$ cat config.mk
export PLATFORM = sky130hd
export DESIGN_NAME = fdiv_mant_iter_flat
export DESIGN_NICKNAME = d
export VERILOG_FILES = /design/src/rtl/fdiv_pkg.sv /design/src/rtl/fdiv_mant_iter_if.sv /design/src/rtl/fdiv_restore_step.sv /design/src/rtl/fdiv_mant_iter.sv /design/src/flat_wrapper.sv
export SDC_FILE = /design/constraint.sdc
export NUM_CORES = 1
export LEC_CHECK = 0
export BUFFER_PORTS_ARGS = -buffer_cell sky130_fd_sc_hd__clkbuf_2
export CELL_PAD_IN_SITES_DETAIL_PLACEMENT = 0
export CELL_PAD_IN_SITES_GLOBAL_PLACEMENT = 2
export CORE_MARGIN = 10
export CORE_UTILIZATION = 40
export CTS_CLUSTER_SIZE = 28
export DETAILED_ROUTE_END_ITERATION = 10
export GPL_TIMING_DRIVEN = 0
export MAX_ROUTING_LAYER = met4
export PLACE_DENSITY = 0.89
export REMOVE_ABC_BUFFERS = 1
export SETUP_SLACK_MARGIN = 0.05
export SLEW_MARGIN = 10
export SYNTH_ARGS = -nofsm -noshare
export SYNTH_HDL_FRONTEND = slang
export SYNTH_HIERARCHICAL = 1
export SYNTH_SLANG_ARGS = --single-unit
export TNS_END_PERCENT = 100
$ cat constraint.sdc
create_clock -name clk -period 5.4 [get_ports clk]
set_input_delay 0.54 -clock clk [delete_from_list [all_inputs] [get_ports clk]]
set_output_delay 0.54 -clock clk [all_outputs]
set_load 0.1 [all_outputs]
$ cat src/rtl/fdiv_pkg.sv
// Shared types and default widths for the FP divider mantissa iteration stage.
package fdiv_pkg;

    // Default widths for single precision (hidden bit included, one exponent guard bit).
    localparam int unsigned MantW = 24;
    localparam int unsigned ExpW  = 9;
    localparam int unsigned CntW  = 5;

    typedef enum logic [1:0] {
        StIdle,
        StNorm,
        StDiv,
        StDone
    } fdiv_state_e;

    // Result record handed to the rounding stage (default widths).
    typedef struct packed {
        logic             sign;
        logic [ExpW-1:0]  exp;
        logic [MantW-1:0] quot;
        logic             guard;
        logic             sticky;
        logic             dz;
    } fdiv_result_t;

endpackage

$ cat src/rtl/fdiv_mant_iter_if.sv
// Operand/result handshake bundle between div_p1, the mantissa iterator and rounding.
interface fdiv_mant_iter_if #(
    parameter int unsigned MW = 24,
    parameter int unsigned EW = 9
);
    logic          flush;
    logic          in_valid;
    logic          in_ready;
    logic          sign_in;
    logic [EW-1:0] exp_in;
    logic [MW-1:0] mant_a_in;
    logic [MW-1:0] mant_b_in;
    logic          out_valid;
    logic          out_ready;
    logic          sign_out;
    logic [EW-1:0] exp_out;
    logic [MW-1:0] quot_out;
    logic          guard_out;
    logic          sticky_out;
    logic          dz_out;

    // Driver of operands and consumer of results.
    modport master (
        output flush, in_valid, sign_in, exp_in, mant_a_in, mant_b_in, out_ready,
        input  in_ready, out_valid, sign_out, exp_out, quot_out, guard_out, sticky_out, dz_out
    );

    // The divider itself.
    modport slave (
        input  flush, in_valid, sign_in, exp_in, mant_a_in, mant_b_in, out_ready,
        output in_ready, out_valid, sign_out, exp_out, quot_out, guard_out, sticky_out, dz_out
    );
endinterface

$ cat src/rtl/fdiv_restore_step.sv
// One combinational radix-2 restoring division iteration.
module fdiv_restore_step #(
    parameter int unsigned MW = 24
) (
    input  logic [MW:0]   rem,
    input  logic [MW-1:0] den,
    output logic [MW:0]   rem_sub,
    output logic [MW:0]   rem_nxt,
    output logic          qbit
);
    logic [MW:0] den_ext;
    logic [MW:0] diff;

    // Conditional subtract, then shift the partial remainder for the next bit.
    always_comb begin
        den_ext = {1'b0, den};
        diff    = rem - den_ext;
        qbit    = (rem >= den_ext);
        rem_sub = qbit ? diff : rem;
        // rem_sub < den, so the shift never drops a set bit.
        rem_nxt = rem_sub << 1;
    end

endmodule

$ cat src/rtl/fdiv_mant_iter.sv
// FP divider stage 2: pre-normalise, iterate restoring division, hand off to rounding.
module fdiv_mant_iter
    import fdiv_pkg::*;
#(
    parameter int unsigned MW = MantW,
    parameter int unsigned EW = ExpW,
    parameter int unsigned CW = CntW
) (
    input  logic             clk,
    input  logic             rst_n,
    fdiv_mant_iter_if.slave  bus
);

    typedef struct packed {
        logic          sign;
        logic [EW-1:0] exp;
        logic [MW-1:0] quot;
        logic          guard;
        logic          sticky;
        logic          dz;
    } res_t;

    fdiv_state_e   state_q, state_d;
    logic          sign_q;
    logic [EW-1:0] exp_q;
    logic [MW-1:0] a_q;
    logic [MW-1:0] b_q;
    logic [MW:0]   rem_q;
    logic [MW:0]   quot_q;
    logic [CW-1:0] cnt_q;
    res_t          res_q;

    logic [MW:0]   rem_sub;
    logic [MW:0]   rem_nxt;
    logic          qbit;
    logic [MW:0]   quot_nxt;

    fdiv_restore_step #(
        .MW (MW)
    ) u_step (
        .rem     (rem_q),
        .den     (b_q),
        .rem_sub (rem_sub),
        .rem_nxt (rem_nxt),
        .qbit    (qbit)
    );

    assign quot_nxt = {quot_q[MW-1:0], qbit};

    // State register.
    always_ff @(posedge clk or negedge rst_n) begin
        if (!rst_n) begin
            state_q <= StIdle;
        end else begin
            state_q <= state_d;
        end
    end

    // Next-state logic; flush overrides every transition.
    always_comb begin
        state_d = state_q;
        if (bus.flush) begin
            state_d = StIdle;
        end else begin
            unique case (state_q)
                StIdle: if (bus.in_valid) state_d = StNorm;
                StNorm: state_d = (b_q == '0 || a_q == '0) ? StDone : StDiv;
                StDiv:  if (cnt_q == '0) state_d = StDone;
                StDone: if (bus.out_ready) state_d = StIdle;
                default: state_d = StIdle;
            endcase
        end
    end

    // Handshake outputs and result presentation.
    always_comb begin
        bus.in_ready   = (state_q == StIdle);
        bus.out_valid  = (state_q == StDone);
        bus.sign_out   = res_q.sign;
        bus.exp_out    = res_q.exp;
        bus.quot_out   = res_q.quot;
        bus.guard_out  = res_q.guard;
        bus.sticky_out = res_q.sticky;
        bus.dz_out     = res_q.dz;
    end

    // Operand capture, pre-normalisation, iteration and result registers.
    always_ff @(posedge clk or negedge rst_n) begin
        if (!rst_n) begin
            sign_q <= 1'b0;
            exp_q  <= '0;
            a_q    <= '0;
            b_q    <= '0;
            rem_q  <= '0;
            quot_q <= '0;
            cnt_q  <= '0;
            res_q  <= '0;
        end else if (!bus.flush) begin
            unique case (state_q)
                StIdle: begin
                    if (bus.in_valid) begin
                        sign_q <= bus.sign_in;
                        exp_q  <= bus.exp_in;
                        a_q    <= bus.mant_a_in;
                        b_q    <= bus.mant_b_in;
                    end
                end
                StNorm: begin
                    quot_q <= '0;
                    cnt_q  <= CW'(MW);
                    if (b_q == '0) begin
                        res_q <= '{sign: sign_q, exp: exp_q, quot: '0,
                                   guard: 1'b0, sticky: 1'b0, dz: 1'b1};
                    end else if (a_q == '0) begin
                        res_q <= '{sign: sign_q, exp: '0, quot: '0,
                                   guard: 1'b0, sticky: 1'b0, dz: 1'b0};
                    end else if (a_q < b_q) begin
                        // Doubling A keeps the quotient in [1,2); compensate in the exponent.
                        rem_q <= {a_q, 1'b0};
                        exp_q <= exp_q - EW'(1);
                    end else begin
                        rem_q <= {1'b0, a_q};
                    end
                end
                StDiv: begin
                    rem_q  <= rem_nxt;
                    quot_q <= quot_nxt;
                    cnt_q  <= cnt_q - CW'(1);
                    if (cnt_q == '0) begin
                        res_q <= '{sign: sign_q, exp: exp_q, quot: quot_nxt[MW:1],
                                   guard: quot_nxt[0], sticky: (rem_sub != '0), dz: 1'b0};
                    end
                end
                default: ;
            endcase
        end
    end

endmodule

$ cat src/flat_wrapper.sv
// flat-port wrapper written by rule: the top's interface ports become plain ports
module fdiv_mant_iter_flat import fdiv_pkg::*;
#(
    parameter int unsigned MW = MantW,
    parameter int unsigned EW = ExpW,
    parameter int unsigned CW = CntW
)
  (clk, rst_n, bus_flush, bus_in_valid, bus_sign_in, bus_exp_in, bus_mant_a_in, bus_mant_b_in, bus_out_ready, bus_in_ready, bus_out_valid, bus_sign_out, bus_exp_out, bus_quot_out, bus_guard_out, bus_sticky_out, bus_dz_out);
  fdiv_mant_iter_if #(.MW(MW), .EW(EW)) bus_i ();
  input  logic clk;
  input  logic rst_n;
  input wire logic [$bits(bus_i.flush)-1:0] bus_flush;
  input wire logic [$bits(bus_i.in_valid)-1:0] bus_in_valid;
  input wire logic [$bits(bus_i.sign_in)-1:0] bus_sign_in;
  input wire logic [$bits(bus_i.exp_in)-1:0] bus_exp_in;
  input wire logic [$bits(bus_i.mant_a_in)-1:0] bus_mant_a_in;
  input wire logic [$bits(bus_i.mant_b_in)-1:0] bus_mant_b_in;
  input wire logic [$bits(bus_i.out_ready)-1:0] bus_out_ready;
  output wire logic [$bits(bus_i.in_ready)-1:0] bus_in_ready;
  output wire logic [$bits(bus_i.out_valid)-1:0] bus_out_valid;
  output wire logic [$bits(bus_i.sign_out)-1:0] bus_sign_out;
  output wire logic [$bits(bus_i.exp_out)-1:0] bus_exp_out;
  output wire logic [$bits(bus_i.quot_out)-1:0] bus_quot_out;
  output wire logic [$bits(bus_i.guard_out)-1:0] bus_guard_out;
  output wire logic [$bits(bus_i.sticky_out)-1:0] bus_sticky_out;
  output wire logic [$bits(bus_i.dz_out)-1:0] bus_dz_out;
  assign bus_i.flush = bus_flush;
  assign bus_i.in_valid = bus_in_valid;
  assign bus_i.sign_in = bus_sign_in;
  assign bus_i.exp_in = bus_exp_in;
  assign bus_i.mant_a_in = bus_mant_a_in;
  assign bus_i.mant_b_in = bus_mant_b_in;
  assign bus_i.out_ready = bus_out_ready;
  assign bus_in_ready = bus_i.in_ready;
  assign bus_out_valid = bus_i.out_valid;
  assign bus_sign_out = bus_i.sign_out;
  assign bus_exp_out = bus_i.exp_out;
  assign bus_quot_out = bus_i.quot_out;
  assign bus_guard_out = bus_i.guard_out;
  assign bus_sticky_out = bus_i.sticky_out;
  assign bus_dz_out = bus_i.dz_out;
  fdiv_mant_iter #(.MW(MW), .EW(EW), .CW(CW)) u_core (.clk(clk), .rst_n(rst_n), .bus(bus_i));
endmodule
# Yosys cells after proc, flatten, opt, wreduce, memory -nomap -nowiden
# Cells that the tools add are included.
# totals
regBits	151
in_bits	63
out_inout_bits	39
word_cells	68
# classes
add_sub_neg	3
order_cmp	2
n_eq_ne	12
n_mux	22
bitwise	1
n_reduce_logical	14
# op_table
cell	count
37-bit 2-to-1 mux	3
25-bit 2-to-1 mux	4
37-bit case mux with 2 select lines	1
25-bit case mux with 2 select lines	1
24-bit logical NOT	2
24-bit case mux with 2 select lines	1
9-bit 2-to-1 mux	4
25-bit by 24-bit >= comparator with 1-bit output	1
25-bit nonzero test	1
25-bit by 24-bit subtractor with 25-bit output	1
24-bit less-than comparator	1
9-bit case mux with 2 select lines	1
5-bit case mux with 2 select lines	1
9-bit by 1-bit subtractor with 9-bit output, second input constant	1
2-bit 2-to-1 mux	4
2-bit case mux with 4 select lines	1
4-bit AND reduction	2
2-bit inequality test, second input constant	3
3-bit inequality test, second input constant	2
3-bit AND reduction	2
6-bit AND reduction	1
5-bit logical NOT	1
5-bit by 1-bit subtractor with 5-bit output, second input constant	1
2-bit equality test, second input constant	2
10 further kinds	12

# Depth between registers and ports, before layout
# Gate-level depths: netlist (run 1).
# depth
word_depth	5
depth_mapped	17
depth_no_buf	14

# Cells and area by module
# The synthesis (run 1) kept the hierarchy.
# by_module_without_submodules
module	n_inst	cells_per_inst	area_per_inst_um2	seq_area_each_um2
fdiv_mant_iter	1	723	7329.5	3778.6
fdiv_restore_step	1	309	2031.9	0.0

# Worst setup path after synthesis (run 1)
# Ideal clock, no wire load.
# synth_timing
path_kind	reg2reg
startpoint	reg u_core.rem_q[7]
endpoint	reg u_core.res_q (netlist bit u_core/bus.sticky_out)
setup_ns	0.130
arrival_time_ns	2.833
required_ns	5.270
slack_ns	2.437
path_stages_with_launch	15
path_buffers	3
synth_period_minus_slack_ns	2.963
path_cell_list	dfrtp_1 ha_1 and3_1 buf_6 and3_4 a211oi_4 a21oi_2 o21bai_2 buf_4 mux2_2 buf_4 nor4_1 nand4_1 o21ai_0 o21ai_1
# synth_between
elab_chain_cells	5
elab_cells_between_ends	6
cone_classes	1 x add/sub; 1 x order compare; 3 x mux; 1 x reduce/logical
# synth_rtl
element	line_no	source
start, declared	fdiv_mant_iter.sv:28	logic [MW:0] rem_q;
start signal, assigned	fdiv_mant_iter.sv:119	rem_q <= {a_q, 1'b0};
start signal, assigned	fdiv_mant_iter.sv:122	rem_q <= {1'b0, a_q};
start signal, assigned	fdiv_mant_iter.sv:126	rem_q <= rem_nxt;
25-bit by 24-bit >= comparator with 1-bit output	fdiv_restore_step.sv:18	qbit = (rem >= den_ext);
25-bit 2-to-1 mux	fdiv_restore_step.sv:19	rem_sub = qbit ? diff : rem;
via u_core.rem_nxt[6]	fdiv_mant_iter.sv:34	logic [MW:0] rem_nxt;
25-bit nonzero test	fdiv_mant_iter.sv:131	guard: quot_nxt[0], sticky: (rem_sub != '0), dz: 1'b0};
37-bit 2-to-1 mux	fdiv_mant_iter.sv:129	if (cnt_q == '0) begin
37-bit case mux with 2 select lines	fdiv_mant_iter.sv:99	unique case (state_q)
end signal, assigned	fdiv_mant_iter.sv:112	res_q <= '{sign: sign_q, exp: exp_q, quot: '0,
end signal, assigned	fdiv_mant_iter.sv:115	res_q <= '{sign: sign_q, exp: '0, quot: '0,
end signal, assigned	fdiv_mant_iter.sv:130	res_q <= '{sign: sign_q, exp: exp_q, quot: quot_nxt[MW:1],
end, declared	fdiv_mant_iter.sv:31	res_t res_q;
# The timed path passes the listed nets, and every way through them passes these cells. The select of a mux whose other input is x is not followed.
# A chain may end at the register's enable or synchronous reset.

# Final worst setup path (run 1)
# layout_timing
startpoint	reg u_core.b_q[16]
endpoint	reg u_core.res_q (netlist bit u_core/bus.sticky_out)
# layout_between
elab_chain_cells	5
elab_cells_between_ends	10
cone_classes	1 x add/sub; 1 x order compare; 1 x eq/ne; 4 x mux; 3 x reduce/logical
# layout_rtl
element	line_no	source
start, declared	fdiv_mant_iter.sv:27	logic [MW-1:0] b_q;
start signal, assigned	fdiv_mant_iter.sv:105	b_q <= bus.mant_b_in;
25-bit by 24-bit subtractor with 25-bit output / 25-bit by 24-bit >= comparator with 1-bit output (equally long branches)	fdiv_restore_step.sv:17, fdiv_restore_step.sv:18	
25-bit 2-to-1 mux (*)	fdiv_restore_step.sv:19	
via u_core.rem_nxt[20]	fdiv_mant_iter.sv:34	
25-bit nonzero test (*)	fdiv_mant_iter.sv:131	
37-bit 2-to-1 mux (*)	fdiv_mant_iter.sv:129	
37-bit case mux with 2 select lines (*)	fdiv_mant_iter.sv:99	
# Mark *: on every way through the listed nets, which the timed path passes. The rest lies on a longest branch. The select of a mux whose other input is x is not followed.

==> results.py, run 1 <==
metrics = {
    "outcome": {
        "outcome": "completed",
    },
    "timing": {
        "timing_worst_slew_pin_value_ns": 1.13,
        "setup-violations-final": 0,
        "max_freq_mhz": 251,
        "relSlewSlack_pct": 22.6,
        "timing.final.max_slew_violations": 0,
        "setup_slack_after_layout_ns": 1.42,
        "grt_setup_unrepaired": "false",
        "fin_skew_ns": 0.0174,
        "final-hold-violation-count": 0,
        "totalNegativeSetupSlack_ns": 0,
        "post-route-min-period_ns": 3.98,
        "finalCritPeriodShare_pct": 73.7,
    },
    "cells_and_area": {
        "seq_area_um2": 3780,
        "multiInputGateArea_um2": 4890,
        "layout-area-overhead-vs-synth_pct": 13.3,
        "final_layout_net_count": 1202,
        "most_common_library_cell_in_the_layout_ignoring_fill_and_taps": "nand2_1",
        "layout-drive-gt1-share_pct": 19.7,
        "final_cell_mix": "165 x nand2_1, 151 x dfrtp_1, 100 x clkbuf_2",
        "layout.filler_cells": 2266,
    },
    "setup_path": {
        "crit_top_cell": "a21oi_1",
        "highest_cell_delay_on_the_worst_timing_path_ns": 0.50,
        "critical_path.cell_chain": "inv_1, ha_1, a21oi_1, o21ai_2, a31oi_1, nand3b_1, o21bai_4, buf_16, a21oi_1, a22o_1, nor4_1, nand4_1, o21ai_0, o21ai_1",
        "worst-setup-path-type": "reg -> reg",
        "critical-path-slowest-cell": "nor4_1",
        "cp.arrival_ns": 4.28,
        "crit_required_ns": 5.70,
        "cp_num_buf_inv": 2,
        "crit_family": "compound AO/OA/AOI/OAI gates",
        "setup.worst_path.end_class": "flip-flop",
        "timing.critical_path.from_type": "flip-flop",
        "critical_path.max_fanout": 28,
    },
    "yosys": {
        "yosys_warnings": 6,
        "netlist_instances": 1032,
        "synth-seq-area-share_pct": 40.4,
        "post_synth_num_cell_types": 71,
        "ys.flop_type": "dfrtp_1",
        "synthTopCellsByArea": "dfrtp_1 40%, ha_1 7.4%, nand2_1 6.6%",
        "average_instance_area_after_synthesis_um2": 9.07,
        "synth_edf_count": 0,
        "netlist.top_cell.by_area": "dfrtp_1",
        "async_flop_share_pct": 100,
        "yosys_register_bits": 151,
        "post_synth_instance_area_um2": 9360,
        "synthDominantCellAreaShare_pct": 40.4,
    },
    "grt": {
        "grt_first_pass_wirelength_um": 42000,
        "gr-usage-all-layers_pct": 17.4,
        "maximum_number_of_pins_on_one_net_before_global_route_repair": 84,
        "grt_pass1_vias": 7728,
        "grt-ovfl-total": 0,
        "grt_antenna_before_repair": 1,
    },
    "run": {
        "max_cap_violation_count": 0,
    },
    "drt": {
        "via_per_inst": 5.34,
        "drc": 0,
        "wl_per_cell_um": 17.9,
        "number_of_design_rule_violations_left_by_the_first_detailed_router_iteration": 412,
        "detailedRoute.firstPassIterationCount": 5,
        "drtAntennaViolNets": 0,
        "route.vias.total": 7532,
        "wirelength_um": 25200,
    },
    "clocking": {
        "cts_root_buffer": "clkbuf_16",
        "cts_made_buffers": 17,
        "clock_tree.htree_level_count": 4,
        "cts_hold_buffers": 0,
        "postCtsSetupBuffers": 0,
        "cts_repair_resizes": 0,
        "clockBufferDepth": 2,
        "clock_sinks": 151,
        "cts.reportedPaths.clkPinSlew_ns": 0.07,
        "tritoncts": "built",
        "clkLatencyLatePin_ns": 0.44,
    },
    "power": {
        "total_leakage_power_uw": 0.00491,
        "pwr_density_cell_nw_per_um2": 745,
        "ir_drop_mv": 0.318,
    },
    "floorplanning": {
        "number_of_ports_placed_on_the_die_boundary": 102,
        "core.rowCount": 55,
        "chipHeight_um": 173,
        "die_width_um": 173,
        "core_footprint_um2": 22800,
        "die_area_um2": 29900,
        "initial_core_util_pct": 41.0,
    },
    "placed_design": {
        "io_buffer_count": 101,
        "detailedPlacementHpwl_um": 18700,
        "place_congestion": 0.874,
        "dp_slack_ns": 1.37,
    },
    "worst_hold_path": {
        "worstHoldPathType": "in -> async",
    },
}
through the flow:
stage               util (%)  hold WS (ns)  power [uW]  cells  area (um2)
global route            46.4         0.119        8610   1410       10600
finish                  46.4        0.0834        7900   1410       10600
detailed placement      43.8         0.470        6710   1377       10000
global placement        42.9         0.462        6550   1368        9800
CTS                     46.4         0.107        7970   1409       10600
floorplan                  -         0.244        5380    954        8900
state kept, by name (all words and copies together) (netlist names):
| signal | count |
|---|---|
| u_core/bus.sign_out | 1 |
| u_core/bus.quot_out | 24 |
| u_core/sign_q | 1 |
| u_core/state_q | 2 |
| u_core/bus.exp_out | 9 |
| u_core/bus.sticky_out | 1 |
| u_core/quot_q | 24 |
| u_core/rem_q | 25 |
| u_core/bus.guard_out | 1 |
| u_core/cnt_q | 5 |
| u_core/b_q | 24 |
| u_core/bus.dz_out | 1 |
| u_core/exp_q | 9 |
| u_core/a_q | 24 |
synthesized netlist by cell type, types with 2 or more instances:
cell       count
nand2_1      165
dfrtp_1      151
o21ai_0       88
inv_1         67
ha_1          55
mux2_2        51
nand3_1       45
nor2_1        36
a21oi_1       32
clkbuf_1      30
buf_4         29
mux2i_1       29
o211ai_1      24
nor4_1        20
a21o_1        17
nor3_1        17
a31oi_1       14
nand4_1       13
a211oi_1      12
o21ai_1       10
xor2_1        10
buf_2          8
nor2b_1        8
o31ai_1        8
and3_1         6
buf_1          6
nand2b_1       6
nand3b_1       6
xnor2_1        6
o21bai_1       4
a22o_1         3
a311oi_1       3
nor3b_1        3
o21a_1         3
o22a_1         3
a21oi_2        2
a41oi_1        2
and2_1         2
buf_12         2
buf_6          2
o2111ai_1      2
or2_2          2
or3_1          2
final cells by class:
type / count / area share, %
flip-flops and latches: 151 / 35.6
clock inverters: 15 / 1.69
clock buffers: 17 / 4.01
multi-input cells: 736 / 46.1
inverters: 67 / 2.37
repair buffers: 110 / 6.50
well taps: 313 / 3.69
diodes: 1 / 0.0236
cells by family after synthesis:
logic type	synth area share (%)
DFF	40.4
and+or+nand+nor	16.9
adders and majority gates	7.56
xor gates and xnor gates	1.50
AOI/OAI and AO/OA	16.7
muxes	9.40
other	0.0401
buffers and inverters	7.60
power breakdown:
part           switching [uW]  internal (uW)  leakage, uW
Combinational            2920           1780      0.00269
Sequential                485           1510      0.00193
Clock                     572            626     0.000288
worst paths after layout:
check	start	to	depth (start not counted)	slack, ns
setup / recovery	u_core/b_q[16]$_DFFE_PN0P_	u_core/bus.sticky_out$_DFFE_PN0P_	14	1.42
hold / removal	rst_n	u_core/bus.quot_out[20]$_DFFE_PN0P_	1	0.08
setup reg to reg	u_core/b_q[16]$_DFFE_PN0P_	u_core/bus.sticky_out$_DFFE_PN0P_	14	1.42
hold reg to reg	u_core/bus.quot_out[15]$_DFFE_PN0P_	u_core/bus.quot_out[15]$_DFFE_PN0P_	2	0.48
max in group asynchronous	rst_n	u_core/rem_q[15]$_DFFE_PN0P_	2	4.49
min in group clk	bus_mant_a_in[9]	u_core/a_q[9]$_DFFE_PN0P_	2	0.33
per-layer routing:
metal / routed length (um) / global-route usage, %
met2: 11500 / 26.7
met1: 12200 / 22.8
met3: 1080 / 4.07
met4: 325 / 4.46
met5: 0 / -
Note: power is estimated with default switching activity, not from simulation.
==> run 2, diff against run 1 <==
--- a/config.mk
+++ b/config.mk
@@ -5,16 +5,17 @@
 export SDC_FILE = /design/constraint.sdc
 export NUM_CORES = 1
 export LEC_CHECK = 0
+export ABC_AREA = 1
 export BUFFER_PORTS_ARGS = -buffer_cell sky130_fd_sc_hd__clkbuf_2
 export CELL_PAD_IN_SITES_DETAIL_PLACEMENT = 0
 export CELL_PAD_IN_SITES_GLOBAL_PLACEMENT = 2
 export CORE_MARGIN = 10
-export CORE_UTILIZATION = 40
+export CORE_UTILIZATION = 34
 export CTS_CLUSTER_SIZE = 28
 export DETAILED_ROUTE_END_ITERATION = 10
 export GPL_TIMING_DRIVEN = 0
 export MAX_ROUTING_LAYER = met4
-export PLACE_DENSITY = 0.89
+export PLACE_DENSITY = 0.84
 export REMOVE_ABC_BUFFERS = 1
 export SETUP_SLACK_MARGIN = 0.05
 export SLEW_MARGIN = 10
==> constraint.sdc (replaced) <==
create_clock -name clk -period 3.81 [get_ports clk]
set_input_delay 0.381 -clock clk [delete_from_list [all_inputs] [get_ports clk]]
set_output_delay 0.381 -clock clk [all_outputs]
set_load 0.1 [all_outputs]
==> run 2 against run 1 <==
Against the previous run:
- routed wire length up 13%
- non-clock buffer count down 5
- clock skew is 0.0074 ns lower
- total power is 35% higher
- combinational power rose by 38%
- core utilization down 8.0 points
- synthesized cell count increased by 40%
- sequential share of layout area decreased by 2.2 points
- clock power up 33%
- hold slack better by 0.093 ns
- critical endpoint unchanged
- highest routed layer unchanged
==> results.py, run 2 <==
metrics = {
    "yosys": {
        "leading_cell_type_by_number_of_instances_after_synthesis": "nand2_1",
        "synth.cells.most_frequent": "507 x nand2_1, 162 x inv_1, 151 x dfrtp_1",
        "post_synth_num_cell_types": 41,
        "ys.flop_type": "dfrtp_1",
        "post_synth_instance_area_um2": 10100,
        "netlist.top_cell.by_area": "dfrtp_1",
        "synthDominantCellAreaShare_pct": 37.4,
        "synth_edf_count": 0,
        "synth-seq-area-share_pct": 37.4,
        "synthTopCellsByArea": "dfrtp_1 37%, nand2_1 19%, ha_1 6.8%",
        "netlist_instances": 1446,
        "average_instance_area_after_synthesis_um2": 6.99,
        "async_flop_share_pct": 100,
        "yosys_warnings": 6,
        "yosys_register_bits": 151,
    },
    "timing": {
        "timing_worst_slew_pin_value_ns": 0.969,
        "totalNegativeSetupSlack_ns": 0,
        "finalCritPeriodShare_pct": 88.1,
        "timing.final.max_slew_violations": 0,
        "max_freq_mhz": 298,
        "relSlewSlack_pct": 35.4,
        "grt_setup_unrepaired": "false",
        "setup_slack_after_layout_ns": 0.454,
        "post-route-min-period_ns": 3.36,
        "final-hold-violation-count": 0,
        "fin_skew_ns": 0.0100,
        "setup-violations-final": 0,
    },
    "drt": {
        "wirelength_um": 28500,
        "via_per_inst": 4.73,
        "drtAntennaViolNets": 0,
        "number_of_design_rule_violations_left_by_the_first_detailed_router_iteration": 598,
        "drc": 0,
        "detailedRoute.firstPassIterationCount": 5,
        "route.vias.total": 9009,
        "wl_per_cell_um": 15.0,
    },
    "floorplanning": {
        "core_footprint_um2": 29500,
        "die_width_um": 192,
        "initial_core_util_pct": 34.3,
        "chipHeight_um": 192,
        "number_of_ports_placed_on_the_die_boundary": 102,
        "die_area_um2": 37000,
        "core.rowCount": 63,
    },
    "grt": {
        "grt_antenna_before_repair": 4,
        "maximum_number_of_pins_on_one_net_before_global_route_repair": 77,
        "grt-ovfl-total": 0,
        "grt_first_pass_wirelength_um": 47100,
        "grt_pass1_vias": 8844,
        "gr-usage-all-layers_pct": 16.4,
    },
    "placed_design": {
        "place_congestion": 0.827,
        "dpl-instance-area_um2": 10700,
        "io_buffer_count": 101,
        "detailedPlacementHpwl_um": 21600,
        "dp_slack_ns": 0.0203,
    },
    "outcome": {
        "outcome": "completed",
    },
    "cells_and_area": {
        "top_register": "u_core/rem_q",
        "number_of_flip_flops_under_the_largest_register_name": 25,
        "final_layout_net_count": 1619,
        "multiInputGateArea_um2": 5270,
        "finish.instance_area_um2": 11300,
        "final_cell_mix": "506 x nand2_1, 162 x inv_1, 151 x dfrtp_1",
        "most_common_library_cell_in_the_layout_ignoring_fill_and_taps": "nand2_1",
        "layout.filler_cells": 3220,
        "seq_area_um2": 3780,
        "layout-drive-gt1-share_pct": 13.1,
        "fin_util_pct": 38.4,
        "layout-area-overhead-vs-synth_pct": 11.9,
    },
    "clocking": {
        "clockBufferDepth": 2,
        "cts_root_buffer": "clkbuf_16",
        "clkLatencyLatePin_ns": 0.43,
        "tritoncts": "built",
        "cts.reportedPaths.clkPinSlew_ns": 0.06,
        "clock_sinks": 151,
        "clock_tree.htree_level_count": 4,
        "cts_made_buffers": 17,
    },
    "setup_path": {
        "critical_path.cell_chain": "inv_1, ha_2, inv_2, a31oi_1, nor2_1, nand2_4, inv_1, nand2_1, nand2_1",
        "highest_cell_delay_on_the_worst_timing_path_ns": 0.68,
        "worst-setup-path-type": "reg -> reg",
        "cp_num_buf_inv": 3,
        "critical_path.max_fanout": 72,
        "cp.arrival_ns": 3.68,
        "setup.worst_path.end_class": "flip-flop",
        "reg2reg_slack_ns": 0.45,
        "critical-path-slowest-cell": "ha_2",
        "crit_required_ns": 4.13,
        "crit_family": "buffers and inverters",
        "timing.critical_path.from_type": "flip-flop",
    },
    "power": {
        "ir_drop_mv": 0.415,
        "pwr_density_cell_nw_per_um2": 946,
        "total_leakage_power_uw": 0.00624,
    },
    "run": {
        "max_cap_violation_count": 0,
    },
    "worst_hold_path": {
        "worstHoldPathType": "in -> reg",
    },
}
run 2: cell type report:
| cell class | instances | area share, % |
|---|---|---|
| sequential | 151 | 33.4 |
| inverter | 173 | 5.74 |
| multi-input combinational | 1052 | 46.5 |
| clock buffer | 19 | 3.92 |
| antenna | 4 | 0.0885 |
| tap | 390 | 4.31 |
| clock inverter | 10 | 0.885 |
| timing repair buffer | 105 | 5.12 |
run 2: layer usage:
| layer | share of wire (%) | track usage (%) |
|---|---|---|
| met4 | 0.75 | 3.07 |
| met3 | 5.1 | 3.87 |
| met5 | 0 | - |
| met1 | 47 | 21.0 |
| met2 | 47 | 26.0 |
run 2: repair_timing:
item	CTS	global route
setup endpoints to repair	2	1
cloned	1	0
pin swaps	1	1
resized for setup	1	0
buffers inserted	0	1
hold buffers	1	0
endpoints found under the hold margin	20	0
run 2: worst reg2reg max path: cells and delay by family, from the launching register on:
family                   cells  cell delay (ns)
AND/OR/NAND/NOR              4             0.79
buffers and inverters        3             0.92
AO/OA/AOI/OAI                1             0.44
adder cells (fa/ha/maj)      1             0.68
flip-flops                   1             0.42
run 2: cells by family after synthesis:
| group | Yosys count | synth area share (%) |
|---|---|---|
| simple gates | 833 | 34.6 |
| buf+inv | 244 | 10.8 |
| flops | 151 | 37.4 |
| compound gates | 123 | 6.26 |
| fa+ha+maj | 56 | 7.01 |
| mux | 25 | 2.79 |
| xor+xnor | 13 | 1.13 |
| other cells | 1 | 0.0371 |
run 2: worst paths after layout:
check | startpoint | endpoint | cells past startpoint
worst max-delay path | u_core/state_q[0]$_DFFE_PN0P_ | u_core/bus.sticky_out$_DFFE_PN0P_ | 9
worst min-delay path | bus_mant_a_in[23] | u_core/a_q[23]$_DFFE_PN0P_ | 2
worst max register to register | u_core/state_q[0]$_DFFE_PN0P_ | u_core/bus.sticky_out$_DFFE_PN0P_ | 9
worst min register to register | u_core/sign_q$_DFFE_PN0P_ | u_core/bus.sign_out$_DFFE_PN0P_ | 2
max in group asynchronous | rst_n | u_core/rem_q[18]$_DFFE_PN0P_ | 3
min in group asynchronous | rst_n | u_core/exp_q[4]$_DFFE_PN0P_ | 2
run 2: report_power, final:
part	internal (uW)	total (uW)	switching [uW]
combinational	2040	6480	4430
clock	908	1600	694
sequential	2120	2620	502
run 2: stage by stage:
| step | std cells | power (uW) | hold slack [ns] |
|---|---|---|---|
| 2_1_floorplan | 1375 | 7350 | 0.0854 |
| 3_3_place_gp | 1866 | 9070 | 0.456 |
| 3_5_place_dp | 1868 | 9110 | 0.439 |
| 4_1_cts | 1899 | 10800 | 0.156 |
| 5_1_grt | 1904 | 11800 | 0.169 |
| 6_report | 1904 | 10700 | 0.176 |
==> run 3, diff against run 2 <==
--- a/config.mk
+++ b/config.mk
@@ -5,12 +5,11 @@
 export SDC_FILE = /design/constraint.sdc
 export NUM_CORES = 1
 export LEC_CHECK = 0
-export ABC_AREA = 1
 export BUFFER_PORTS_ARGS = -buffer_cell sky130_fd_sc_hd__clkbuf_2
 export CELL_PAD_IN_SITES_DETAIL_PLACEMENT = 0
 export CELL_PAD_IN_SITES_GLOBAL_PLACEMENT = 2
 export CORE_MARGIN = 10
-export CORE_UTILIZATION = 34
+export CORE_UTILIZATION = 37
 export CTS_CLUSTER_SIZE = 28
 export DETAILED_ROUTE_END_ITERATION = 10
 export GPL_TIMING_DRIVEN = 0
==> run 3 against run 2 <==
Against the previous run:
- total power increased by 8.3%
- count of clock-buffer cells in the layout decreased by 1
- clock skew increased by 0.010 ns
- flip-flop and latch count unchanged
- highest routed layer unchanged
==> results.py, run 3 (same netlist as run 1, synthesis figures left out) <==
metrics = {
    "timing": {
        "hold_slack_ns": 0.170,
        "timing.final.max_slew_violations": 0,
        "finalCritPeriodShare_pct": 94.8,
        "max_freq_mhz": 277,
        "setup-violations-final": 0,
        "fin_skew_ns": 0.0200,
        "relSlewSlack_pct": 41.0,
        "timing_worst_slew_pin_value_ns": 0.863,
        "post-route-min-period_ns": 3.61,
        "final-hold-violation-count": 0,
        "grt_setup_unrepaired": "false",
        "totalNegativeSetupSlack_ns": 0,
    },
    "setup_path": {
        "critical_path.reg2reg.startpoint": "u_core/b_q[2]$_DFFE_PN0P_",
        "critical_path.cell_chain": "inv_1, ha_1, o21ai_0, a21oi_1, o31ai_1, a31oi_1, a21oi_1, a21oi_1, a22o_1, nor4_4, nand4_1, o21ai_0, o21ai_1",
        "setup.worst_path.start": "u_core/b_q[2]$_DFFE_PN0P_",
        "worst_r2r_path_depth": 13,
        "setup.worst_path.end_class": "flip-flop",
        "endpoint_of_the_worst_slack_reg_to_reg_timing_path": "u_core/bus.sticky_out$_DFFE_PN0P_",
        "reg2reg_slack_ns": 0.20,
        "timing.critical_path.from_type": "flip-flop",
        "worst-setup-path-type": "reg -> reg",
        "crit_top_cell": "a21oi_1",
        "critical_path.max_fanout": 5,
        "highest_cell_delay_on_the_worst_timing_path_ns": 0.46,
        "cp.arrival_ns": 3.93,
        "critical-path-slowest-cell": "dfrtp_1",
        "crit_required_ns": 4.13,
    },
    "clocking": {
        "cts.reportedPaths.clkPinSlew_ns": 0.07,
        "clkLatencyLatePin_ns": 0.44,
        "clock_tree.htree_level_count": 4,
        "tritoncts": "built",
        "clock_sinks": 151,
        "cts_made_buffers": 17,
        "clockBufferDepth": 2,
        "cts_root_buffer": "clkbuf_16",
    },
    "cells_and_area": {
        "number_of_flip_flops_under_the_largest_register_name": 25,
        "final_layout_net_count": 1206,
        "layout-drive-gt1-share_pct": 20.3,
        "top_register": "u_core/rem_q",
        "final_cell_mix": "165 x nand2_1, 151 x dfrtp_1, 100 x clkbuf_2",
        "stdcell_count": 1431,
        "most_common_library_cell_in_the_layout_ignoring_fill_and_taps": "nand2_1",
        "layout-area-overhead-vs-synth_pct": 14.8,
    },
    "floorplanning": {
        "die_area_um2": 32100,
        "chipHeight_um": 179,
        "core_footprint_um2": 25000,
        "initial_core_util_pct": 37.4,
        "die_width_um": 179,
        "number_of_ports_placed_on_the_die_boundary": 102,
        "core.rowCount": 58,
    },
    "grt": {
        "grt-ovfl-total": 0,
        "grt_antenna_before_repair": 1,
        "grt_pass1_vias": 7602,
        "gr-usage-all-layers_pct": 17.1,
        "maximum_number_of_pins_on_one_net_before_global_route_repair": 79,
        "grt_first_pass_wirelength_um": 42000,
    },
    "drt": {
        "drtAntennaViolNets": 0,
        "drc": 0,
        "detailedRoute.firstPassIterationCount": 7,
        "wl_per_cell_um": 18.2,
        "route.vias.total": 7572,
        "via_per_inst": 5.29,
        "number_of_design_rule_violations_left_by_the_first_detailed_router_iteration": 479,
        "wirelength_um": 26000,
    },
    "power": {
        "pwr_density_cell_nw_per_um2": 1080,
        "post-layout-total-power_uw": 11600,
        "ir_drop_mv": 0.532,
        "total_leakage_power_uw": 0.00496,
    },
    "worst_hold_path": {
        "worstHoldPathType": "in -> reg",
        "worst_hold_path.num_cells": 2,
        "hold_path_startpoint": "bus_mant_b_in[6]",
        "holdPathEnd": "u_core/b_q[6]$_DFFE_PN0P_",
    },
    "run": {
        "max_cap_violation_count": 0,
    },
    "placed_design": {
        "io_buffer_count": 101,
        "detailedPlacementHpwl_um": 19100,
        "place_congestion": 0.841,
        "placed_cell_count": 1394,
    },
    "outcome": {
        "outcome": "completed",
    },
}
[run 3: cell types whose count changed in the layout (fill, tap and decap cells not counted), moves of 15 or more]
cell and delta:
a21o_1 +16, nand2_1 -341, o21ai_0 +21, mux2i_1 +29
nor4_1 +15, nor2_1 -107, inv_1 -95, a21oi_1 -15
mux2_2 +26, o211ai_1 +24, nand3_1 -84
[run 3: how the worst max path moves through the flow]
stage / end / slack [ns] / cells past startpoint
5_1_grt: u_core/bus.sticky_out$_DFFE_PN0P_ / 0.06 / 13
3_5_place_dp: u_core/bus.sticky_out$_DFFE_PN0P_ / -0.16 / 14
2_1_floorplan: u_core/bus.sticky_out$_DFFE_PN0P_ / 0.22 / 11
6_report: u_core/bus.sticky_out$_DFFE_PN0P_ / 0.20 / 13
3_3_place_gp: u_core/bus.sign_out$_DFFE_PN0P_ / -1.42 / 5
4_1_cts: u_core/bus.sticky_out$_DFFE_PN0P_ / 0.05 / 14
[run 3: report_power, final]
part	switching, uW	internal [uW]	total, uW	leakage (uW)
combinational	4260	2640	6900	0.00272
clock	778	1080	1860	0.000314
sequential	684	2150	2830	0.00193
[run 3: worst max-delay path, delay by kind of cell, from the launching register on]
kind | cells | cell delay, ns
fa+ha+maj | 1 | 0.34
simple gates | 2 | 0.45
flops | 1 | 0.46
buf+inv | 1 | 0.07
compound gates | 9 | 2.19
[run 3: per-stage QoR]
stage | setup slack [ns] | util (%) | area [um2]
2_1_floorplan | 0.219 | - | 8900
3_3_place_gp | -1.42 | 39.2 | 9820
3_5_place_dp | -0.164 | 40.0 | 10000
4_1_cts | 0.0544 | 42.8 | 10700
5_1_grt | 0.0634 | 42.9 | 10700
6_report | 0.199 | 42.9 | 10700
[run 3: what timing repair did]
| item | 4_1_cts | 5_1_grt |
|---|---|---|
| buffers inserted | 0 | 2 |
| gates resized for setup | 4 | 2 |
| cloned | 1 | 0 |
| hold buffers | 1 | 0 |
| pin swaps | 1 | 1 |
| setup endpoints to repair | 24 | 24 |
| endpoints found under the hold margin | 17 | 0 |
[run 3: layout make-up]
type,instances,area (um2)
inverters,67,251
flip-flops and latches,151,3780
diodes,1,2.50
fillers,2512,14300
clock inverters,14,200
clock buffers,18,439
multi-input cells,737,4930
well taps,330,413
repair buffers,113,727
[run 3: routing by layer]
layer | share of wire, % | global-route usage, % | vias to the layer above
met4 | 1.4 | 4.55 | 0
met1 | 48 | 22.6 | 3659
met2 | 45 | 25.4 | 148
met5 | 0 | - | -
met3 | 5.2 | 4.34 | 21
li1 | - | - | 3744
